## config.mk

```make
export PLATFORM = sky130hd
export DESIGN_NAME = cell_reveal_ctrl
export DESIGN_NICKNAME = d
export VERILOG_FILES = /design/src/rtl/game_pkg.sv /design/src/rtl/neighbour_addr_gen.sv /design/src/rtl/cell_reveal_ctrl.sv
export SDC_FILE = /design/constraint.sdc
export NUM_CORES = 1
export LEC_CHECK = 0
export BUFFER_PORTS_ARGS = -buffer_cell sky130_fd_sc_hd__buf_2
export CAP_MARGIN = 20
export CELL_PAD_IN_SITES_DETAIL_PLACEMENT = 1
export CELL_PAD_IN_SITES_GLOBAL_PLACEMENT = 1
export CORE_AREA = 2 2 182 184
export CTS_CLUSTER_SIZE = 10
export DETAILED_ROUTE_END_ITERATION = 16
export DIE_AREA = 0 0 184 186
export GPL_TIMING_DRIVEN = 0
export MAX_ROUTING_LAYER = met4
export PLACE_DENSITY_LB_ADDON = 0.1
export REMOVE_ABC_BUFFERS = 1
export SYNTH_ARGS = -nofsm -noshare
export SYNTH_HDL_FRONTEND = slang
export SYNTH_HIERARCHICAL = 1
export SYNTH_SLANG_ARGS = --single-unit
```

## constraint.sdc

```tcl
create_clock -name clk -period 5.85 [get_ports clk]
set_clock_uncertainty 0.05 [all_clocks]
set_input_delay 1.755 -clock clk [delete_from_list [all_inputs] [get_ports clk]]
set_output_delay 1.755 -clock clk [all_outputs]
set_load 0.05 [all_outputs]
```

## src/rtl/game_pkg.sv

```systemverilog
// rtl/game_pkg.sv - board geometry, neighbour offsets and reveal sequencer states
package game_pkg;

  localparam logic [1:0] LEVEL_EASY   = 2'd1;
  localparam logic [1:0] LEVEL_MEDIUM = 2'd2;
  localparam logic [1:0] LEVEL_HARD   = 2'd3;

  localparam logic [4:0] SIZE_EASY   = 5'd8;
  localparam logic [4:0] SIZE_MEDIUM = 5'd10;
  localparam logic [4:0] SIZE_HARD   = 5'd16;

  localparam int MAP_BITS = 256;

  typedef enum logic [1:0] {
    ST_IDLE  = 2'd0,
    ST_PROBE = 2'd1,
    ST_DRAIN = 2'd2,
    ST_WRITE = 2'd3
  } state_e;

  // Level 0 is not a real setting and falls back to the easy board.
  function automatic logic [4:0] board_size(input logic [1:0] level);
    case (level)
      LEVEL_MEDIUM: board_size = SIZE_MEDIUM;
      LEVEL_HARD:   board_size = SIZE_HARD;
      default:      board_size = SIZE_EASY;
    endcase
  endfunction

  // Offsets are 3-bit two's complement: 3'b111 = -1, 3'b000 = 0, 3'b001 = +1.
  function automatic logic [2:0] offset_dx(input logic [2:0] k);
    case (k)
      3'd0, 3'd3, 3'd5: offset_dx = 3'b111;
      3'd1, 3'd6:       offset_dx = 3'b000;
      default:          offset_dx = 3'b001;
    endcase
  endfunction

  function automatic logic [2:0] offset_dy(input logic [2:0] k);
    case (k)
      3'd0, 3'd1, 3'd2: offset_dy = 3'b111;
      3'd3, 3'd4:       offset_dy = 3'b000;
      default:          offset_dy = 3'b001;
    endcase
  endfunction

endpackage

```

## src/rtl/neighbour_addr_gen.sv

```systemverilog
// rtl/neighbour_addr_gen.sv - combinational neighbour address and bounds check for offset k
module neighbour_addr_gen
  import game_pkg::*;
(
  input  logic [4:0] cell_x,
  input  logic [4:0] cell_y,
  input  logic [2:0] k,
  input  logic [4:0] n,
  output logic [4:0] probe_x,
  output logic [4:0] probe_y,
  output logic       in_bounds
);

  logic [2:0] dx;
  logic [2:0] dy;
  logic [6:0] sx;
  logic [6:0] sy;

  // 7-bit sums keep -1 (bit 6 set) and 32 (bit 5 set) distinguishable from real cells.
  always_comb begin
    dx        = offset_dx(k);
    dy        = offset_dy(k);
    sx        = {2'b00, cell_x} + {{4{dx[2]}}, dx};
    sy        = {2'b00, cell_y} + {{4{dy[2]}}, dy};
    in_bounds = !sx[6] && !sy[6] &&
                (sx[5:0] < {1'b0, n}) && (sy[5:0] < {1'b0, n});
    probe_x   = sx[4:0];
    probe_y   = sy[4:0];
  end

endmodule

```

## src/rtl/cell_reveal_ctrl.sv

```systemverilog
// rtl/cell_reveal_ctrl.sv - probes the 8 neighbours of a dug cell, writes the mine count,
// tracks revealed cells and pulses win when the last safe cell is revealed
module cell_reveal_ctrl
  import game_pkg::*;
(
  input  logic       clk,
  input  logic       rst,
  input  logic       start,
  input  logic [4:0] cell_x,
  input  logic [4:0] cell_y,
  input  logic [1:0] level,
  input  logic       new_game,
  input  logic [7:0] safe_total,
  output logic       probe_valid,
  output logic [4:0] probe_x,
  output logic [4:0] probe_y,
  input  logic       probe_mine,
  output logic       busy,
  output logic       reveal_we,
  output logic [4:0] reveal_x,
  output logic [4:0] reveal_y,
  output logic [3:0] reveal_count,
  output logic       done,
  output logic       win,
  output logic [7:0] cells_left
);

  localparam logic [1:0] S_IDLE  = 2'(ST_IDLE);
  localparam logic [1:0] S_PROBE = 2'(ST_PROBE);
  localparam logic [1:0] S_DRAIN = 2'(ST_DRAIN);
  localparam logic [1:0] S_WRITE = 2'(ST_WRITE);

  logic [1:0]          state_q, state_d;
  logic [2:0]          k_q, k_d;
  logic [4:0]          cx_q, cx_d;
  logic [4:0]          cy_q, cy_d;
  logic [4:0]          n_q, n_d;
  logic                pend_q, pend_d;
  logic [3:0]          count_q, count_d;
  logic [MAP_BITS-1:0] map_q, map_d;
  logic [7:0]          left_q, left_d;

  logic [4:0] gen_x;
  logic [4:0] gen_y;
  logic       gen_inb;
  logic       in_probe;
  logic       write_en;
  logic       start_ok;
  logic [7:0] map_idx;
  logic       was_revealed;

  neighbour_addr_gen u_addr_gen (
    .cell_x    (cx_q),
    .cell_y    (cy_q),
    .k         (k_q),
    .n         (n_q),
    .probe_x   (gen_x),
    .probe_y   (gen_y),
    .in_bounds (gen_inb)
  );

  // A WRITE coinciding with reset or new_game is suppressed so aborts never leak a reveal.
  always_comb begin
    in_probe     = (state_q == S_PROBE);
    write_en     = (state_q == S_WRITE) && !new_game && !rst;
    start_ok     = (state_q == S_IDLE) && start && !new_game;
    map_idx      = {cy_q[3:0], cx_q[3:0]};
    was_revealed = map_q[map_idx];
  end

  always_comb begin
    state_d = state_q;
    k_d     = k_q;
    cx_d    = cx_q;
    cy_d    = cy_q;
    n_d     = n_q;
    map_d   = map_q;
    left_d  = left_q;
    // pend_q marks that last cycle's probe was in range, so its returning mine bit counts.
    pend_d  = in_probe && gen_inb;
    count_d = count_q + {3'b000, probe_mine & pend_q};

    case (state_q)
      S_IDLE: begin
        if (start_ok) begin
          state_d = S_PROBE;
          k_d     = 3'd0;
          cx_d    = cell_x;
          cy_d    = cell_y;
          n_d     = board_size(level);
          count_d = 4'd0;
        end
      end
      S_PROBE: begin
        k_d = k_q + 3'd1;
        if (k_q == 3'd7) begin
          state_d = S_DRAIN;
        end
      end
      S_DRAIN: state_d = S_WRITE;
      default: state_d = S_IDLE;
    endcase

    if (write_en && !was_revealed) begin
      map_d[map_idx] = 1'b1;
      if (left_q != 8'd0) begin
        left_d = left_q - 8'd1;
      end
    end

    if (new_game) begin
      state_d = S_IDLE;
      pend_d  = 1'b0;
      map_d   = '0;
      left_d  = safe_total;
    end
  end

  always_ff @(posedge clk) begin
    if (rst) begin
      state_q <= S_IDLE;
      k_q     <= 3'd0;
      cx_q    <= 5'd0;
      cy_q    <= 5'd0;
      n_q     <= 5'd0;
      pend_q  <= 1'b0;
      count_q <= 4'd0;
      map_q   <= '0;
      left_q  <= 8'd0;
    end else begin
      state_q <= state_d;
      k_q     <= k_d;
      cx_q    <= cx_d;
      cy_q    <= cy_d;
      n_q     <= n_d;
      pend_q  <= pend_d;
      count_q <= count_d;
      map_q   <= map_d;
      left_q  <= left_d;
    end
  end

  always_comb begin
    probe_valid  = in_probe && gen_inb;
    probe_x      = probe_valid ? gen_x : 5'd0;
    probe_y      = probe_valid ? gen_y : 5'd0;
    busy         = (state_q != S_IDLE);
    reveal_we    = write_en;
    done         = write_en;
    reveal_x     = write_en ? cx_q : 5'd0;
    reveal_y     = write_en ? cy_q : 5'd0;
    reveal_count = write_en ? count_q : 4'd0;
    win          = write_en && !was_revealed && (left_q == 8'd1);
    cells_left   = left_q;
  end

endmodule

```

# Word-level counts from Yosys, hierarchy flattened
# Cells that the tools add are included.
[op_classes]
order_cmp = 4
addsub = 5
eq_ne = 15
bitwise_logic = 2
n_reduce_logical = 32
muxes = 22
[ops]
columns = ["cell", "n"]
rows = [
  ["$or 256x256->256", 1],
  ["$mux 8", 3],
  ["$mux 5", 4],
  ["$pmux 3 s2", 3],
  ["$add 6x3->7", 2],
  ["$eq 3x3->1 const B", 4],
  ["$lt 6x5->1", 2],
  ["$mux 4", 3],
  ["$logic_and 1x1->1", 11],
  ["$pmux 5 s2", 1],
  ["$lt 8x9->1 const B", 1],
  ["$bmux 1 s8", 1],
  ["$demux 1 s8", 1],
  ["$eq 2x2->1 const B", 4],
  ["$eq 8x1->1 const B", 1],
  ["$ge 8x1->1 const B", 1],
  ["$reduce_and 2->1", 4],
  ["$reduce_bool 2->1", 4],
  ["$reduce_bool 8->1", 1],
  ["$sub 8x1->8 const B", 1],
  ["$eq 3x2->1 const B", 2],
  ["$pmux 2 s3", 1],
  ["$reduce_or 2->1", 3],
  ["$reduce_or 3->1", 2],
  ["other kinds (13)", 19],
]
[word_totals]
register_bits = 289
output_inout_bits = 37

# Depth between registers and ports, before layout
[logic_depth]
ltp_word = 10
mapped_depth = 16
ltp_nobuf = 16

# Hierarchy
# Netlist, hierarchy kept.
[by_module_without_submodules]
columns = ["module", "area_each_um2", "cells_each", "instances"]
rows = [
  ["cell_reveal_ctrl", 12051.6, 1164, 1],
  ["neighbour_addr_gen", 661.9, 85, 1],
]

# Worst setup path after synthesis
# Ideal clock, no wire load.
[synth_timing]
path_kind = "input to output"
start = "input port rst"
end = "output port win"
required_ps = 4045
t_arrival_ps = 3976
path_buffers = 1
cell_stages = 7
setup_slack_ps = 69
cell_sequence = "clkbuf_1 nor2_1 and2_1 nand2_1 a311o_1 nor4_1 and3_1"
[synth_between]
elab_chain_len = 4
[synth_lines]
columns = ["element", "line_no", "source"]
rows = [
  ["from (decl)", "cell_reveal_ctrl.sv:7", "input logic rst,"],
  ["$logic_not 1->1", "cell_reveal_ctrl.sv:65", "write_en = (state_q == S_WRITE) && !new_game && !rst;"],
  ["$logic_and 1x1->1", "cell_reveal_ctrl.sv:65", ""],
  ["net done", "cell_reveal_ctrl.sv:23", "output logic done,"],
  ["$logic_and 1x1->1 (2 in a row)", "cell_reveal_ctrl.sv:153", "win = write_en && !was_revealed && (left_q == 8'd1);"],
  ["to (decl)", "cell_reveal_ctrl.sv:24", "output logic win,"],
]
# The timed path passes the listed nets, and every way through them passes these cells.

# Final worst setup path
[layout_timing]
start = "register cx_q[1]"
end = "output port win"
[layout_between]
elab_chain_len = 5
[layout_lines]
columns = ["element", "line_no", "source"]
rows = [
  ["from (decl)", "cell_reveal_ctrl.sv:35", "logic [4:0] cx_q, cx_d;"],
  ["from (signal assigned)", "cell_reveal_ctrl.sv:123", "cx_q <= 5'd0;"],
  ["from (signal assigned)", "cell_reveal_ctrl.sv:133", "cx_q <= cx_d;"],
  ["$bmux 1 s8", "cell_reveal_ctrl.sv:68", "was_revealed = map_q[map_idx];"],
  ["$mux 1 (implied by the code)", "cell_reveal_ctrl.sv:68", ""],
  ["$logic_not 1->1", "cell_reveal_ctrl.sv:153", ""],
  ["$logic_and 1x1->1 (2 in a row)", "cell_reveal_ctrl.sv:153", ""],
]
# Every way passes these cells. The select of a mux whose other input is x is not followed.

==> impl_metrics.csv <==
group,metric,value,unit
layout,areaGrowthSynthToFinish,16.2,%
power,seq_power_share,0.460,
layout,fillCellCount,3499,
drt,first_pass_iters,5,
timing,maxSlewHeadroom,0.255,
clocking,clockBufferDepth,3,
synthesis,synth_ff_type,"dfxtp_1",
status,outcome,"finished, final reports clean",
synthesis,synth_edf_count,0,
die,initial_core_util,0.395,
clocking,cts_sinks,287,
layout,drive_gt1_frac,0.186,
timing,finalMaxSlewViolations,0,
drt,drc,0,
hold_path,holdCritPathClass,"flop to flop",
timing,worst_slew_pin_slew,1.11,ns
synthesis,avgSynthCellArea,10.2,um2
grt,globalRouteOverflowTotal,0,
synthesis,synth_area_leader_cell,"dfxtp_1",
clocking,htreeDepth,2,
grt,grt_usage,0.227,
layout,fin_nets,1330,
timing,fmax,175,MHz
die,core_area,32200,um2
worst_setup_path,crit_arrival,3.90,ns
placed_design,preCtsSetupSlack,-0.711,ns
power,ir_worst_vdd,0.228,mV
drt,routedWlPerCell,22.2,um
worst_setup_path,crit_family,"multiplexers",
power,p_total,4340,uW
grt,antenna_found_initial,0,
synthesis,ys_warn_count,6,
synthesis,synth_cell_types,75,
timing,fin_tns_setup,0,ns
power,power_density,294,nW/um2
clocking,clk_pin_slew,0.06,ns
placed_design,place_hpwl,24.6,mm
drt,wirelength,37.6,mm
worst_setup_path,cp_max_fo,23,
timing,finalWorstSetupSlack,0.140,ns
job,max_cap_violations,0,
synthesis,syn_inst,1249,
placed_design,io_buffers,61,
synthesis,yosysTopAreaCellShare,0.452,
worst_setup_path,crit_buf_inv,2,
power,p_int,3310,uW
synthesis,synthesis.area,12700,um2
power,combPwrFrac,0.067,
grt,grt_max_degree,46,
die,rows,66,
clocking,cts_tree,"built",
worst_setup_path,critPathLaunchType,"flop",
timing,rsz0062_at_grt,"false",
worst_setup_path,crit_type,"flop to primary output",
synthesis,synthArstFlopShare,0,
die,die-area,34200,um2
layout,finalNonFillerCells,1696,
power,clockPowerShare,0.473,
worst_setup_path,required,4.05,ns
die,io_pins,62,
timing,finalWorstPathRequiredPeriod,5.71,ns
clocking,numCtsBuffers,36,
timing,setup_viol,0,
power,switching_share,0.238,
worst_setup_path,crit_chain,"buf_16 -> mux4_2 -> mux2i_1 -> nand2_1 -> o211a_1 -> o311a_1 -> nor4_4 -> and3_1 -> buf_2",
worst_setup_path,max_stage_delay,0.58,ns
drt,vias,10000,
clocking,cts_root_buf,"clkbuf_16",
layout,antennaDiodeCount,0,
power,p_sw,1030,uW
worst_setup_path,worst_path_max_delay_cell,"dfxtp_4",
drt,viasPerCell,5.90,
synthesis,synth-seq-cells,287,
die,fp.dieW,184,um
placed_design,dp.cells,1634,
clocking,postCtsHoldBufs,0,
drt,drt_iter0_drc,496,
synthesis,synthTopCellsByArea,"dfxtp_1, a22o_1, mux4_2",
die,die_height,186,um
timing,hold_violations,0,
drt,ant_nets,0,
synthesis,seq_area_frac_synth,0.452,
clocking,clkLatencyLatePin,0.52,ns
timing,fin_hold_ws,0.398,ns
power,leakage,0.00548,uW
timing,period_share,0.976,
grt,grt_pass1_wl,59.1,mm
placed_design,routabilityCongestion,0.774,
worst_setup_path,worstSetupEndpointType,"primary output",
grt,grt_pass1_vias,10110,
## cell usage after synthesis (all sizes together) (4+ instances only)
master and number:
nand4 5, xnor2 6, nand3 19, dfxtp 287, mux4 47, or3 8
ha 28, and2 6, o21ai 88, a22o 176, nor4 8, mux2i 51
a311oi 4, clkbuf 86, a21oi 30, a311o 4, nor3 18, a22oi 18
nand2 136, buf 27, nor2b 8, nor2 54, and3 31, a31oi 5
nand2b 9, or4 9, inv 24
## flip-flops by register name, summed over array words and instances (netlist names)
register and count:
map_q 256, state_q 2, cx_q 5, cy_q 5, cells_left 8, pend_q 1, k_q 3, n_q 3
count_q 4
## worst paths after layout
| check | slack [ns] | endpoint | from | cells after the start |
|---|---|---|---|---|
| worst min-delay path | 0.40 | map_q[118]$_SDFFE_PP0P_ | map_q[118]$_SDFFE_PP0P_ | 2 |
| worst max register to register | 1.48 | map_q[76]$_SDFFE_PP0P_ | cx_q[1]$_SDFFE_PP0P_ | 9 |
| worst max-delay path | 0.14 | win | cx_q[1]$_SDFFE_PP0P_ | 9 |
| worst min register to register | 0.40 | map_q[118]$_SDFFE_PP0P_ | map_q[118]$_SDFFE_PP0P_ | 2 |
## layout by cell type, fill, tap and decap left out, types with 6 or more instances in the layout
cell,count
buf_2,56
mux2i_1,51
a21oi_1,29
dfxtp_2,7
dfxtp_1,278
nor3_1,12
nor3_2,6
nand2b_1,9
mux4_2,45
buf_4,11
o21ai_1,27
buf_12,8
o21ai_2,10
or4_1,7
nand3_1,19
and3_1,31
a22oi_1,18
or3_1,8
clkbuf_16,39
a22o_1,176
clkbuf_8,6
o21ai_0,51
ha_1,28
nor2_1,52
nand2_1,136
buf_6,13
inv_1,24
## cells by family (layout without fill, tap and decap cells)
kind of cell,after synthesis,in the layout,share of synthesized area
flops,287,287,0.452
other cells,1,3,0.000295
fa+ha+maj,29,29,0.0291
buf+inv,137,173,0.0481
compound gates,358,358,0.214
simple gates,328,329,0.124
xor+xnor,9,9,0.00620
mux,100,100,0.126
## repair_timing
item | in CTS | in global routing
gates resized for setup | 8 | 14
pin swaps | 2 | 0
endpoints found under the setup margin | 12 | 12
buffers inserted | 4 | 0
gates cloned | 1 | 1
## through the flow
step                      area, um2  utilization
final                         14800        0.459
after global routing          14800        0.459
after CTS                     14600        0.455
after detailed placement      13500        0.419
after global placement        13000        0.404
after floorplan               12200            -
## worst register-to-register path, stage by stage, from the launching register on
cell	delay, ns
dfxtp_4	0.58
buf_16	0.29
mux4_2	0.54
mux2i_1	0.36
nand2_1	0.10
o211a_1	0.19
o311a_1	0.46
or4_4	0.66
or4_1	0.80
o21ai_0	0.27
## layer usage
layer  part of all wire  track usage
met1               0.47        0.303
met2               0.47        0.370
met3              0.039       0.0278
met4              0.016       0.0547
met5                  0            -
## power groups by stage
stage                     logic, uW  registers (uW)  clock network, uW
final                           292            1990               2050
after global placement          242            2060                  0
after global routing            320            1990               2190
after CTS                       289            1990               2110
after floorplan                 153            2050                  0
after detailed placement        280            2040                  0
## final cells by class
class / count / area (um2) / share of cell area
tap: 408 / 510 / 0.0346
inverter: 24 / 90.1 / 0.00610
sequential: 287 / 5760 / 0.390
clock buffer: 47 / 1040 / 0.0708
clock inverter: 3 / 28.8 / 0.00195
multi-input combinational: 828 / 6470 / 0.438
timing repair buffer: 99 / 857 / 0.0580
No activity file was read; power rests on OpenSTA's default activity.
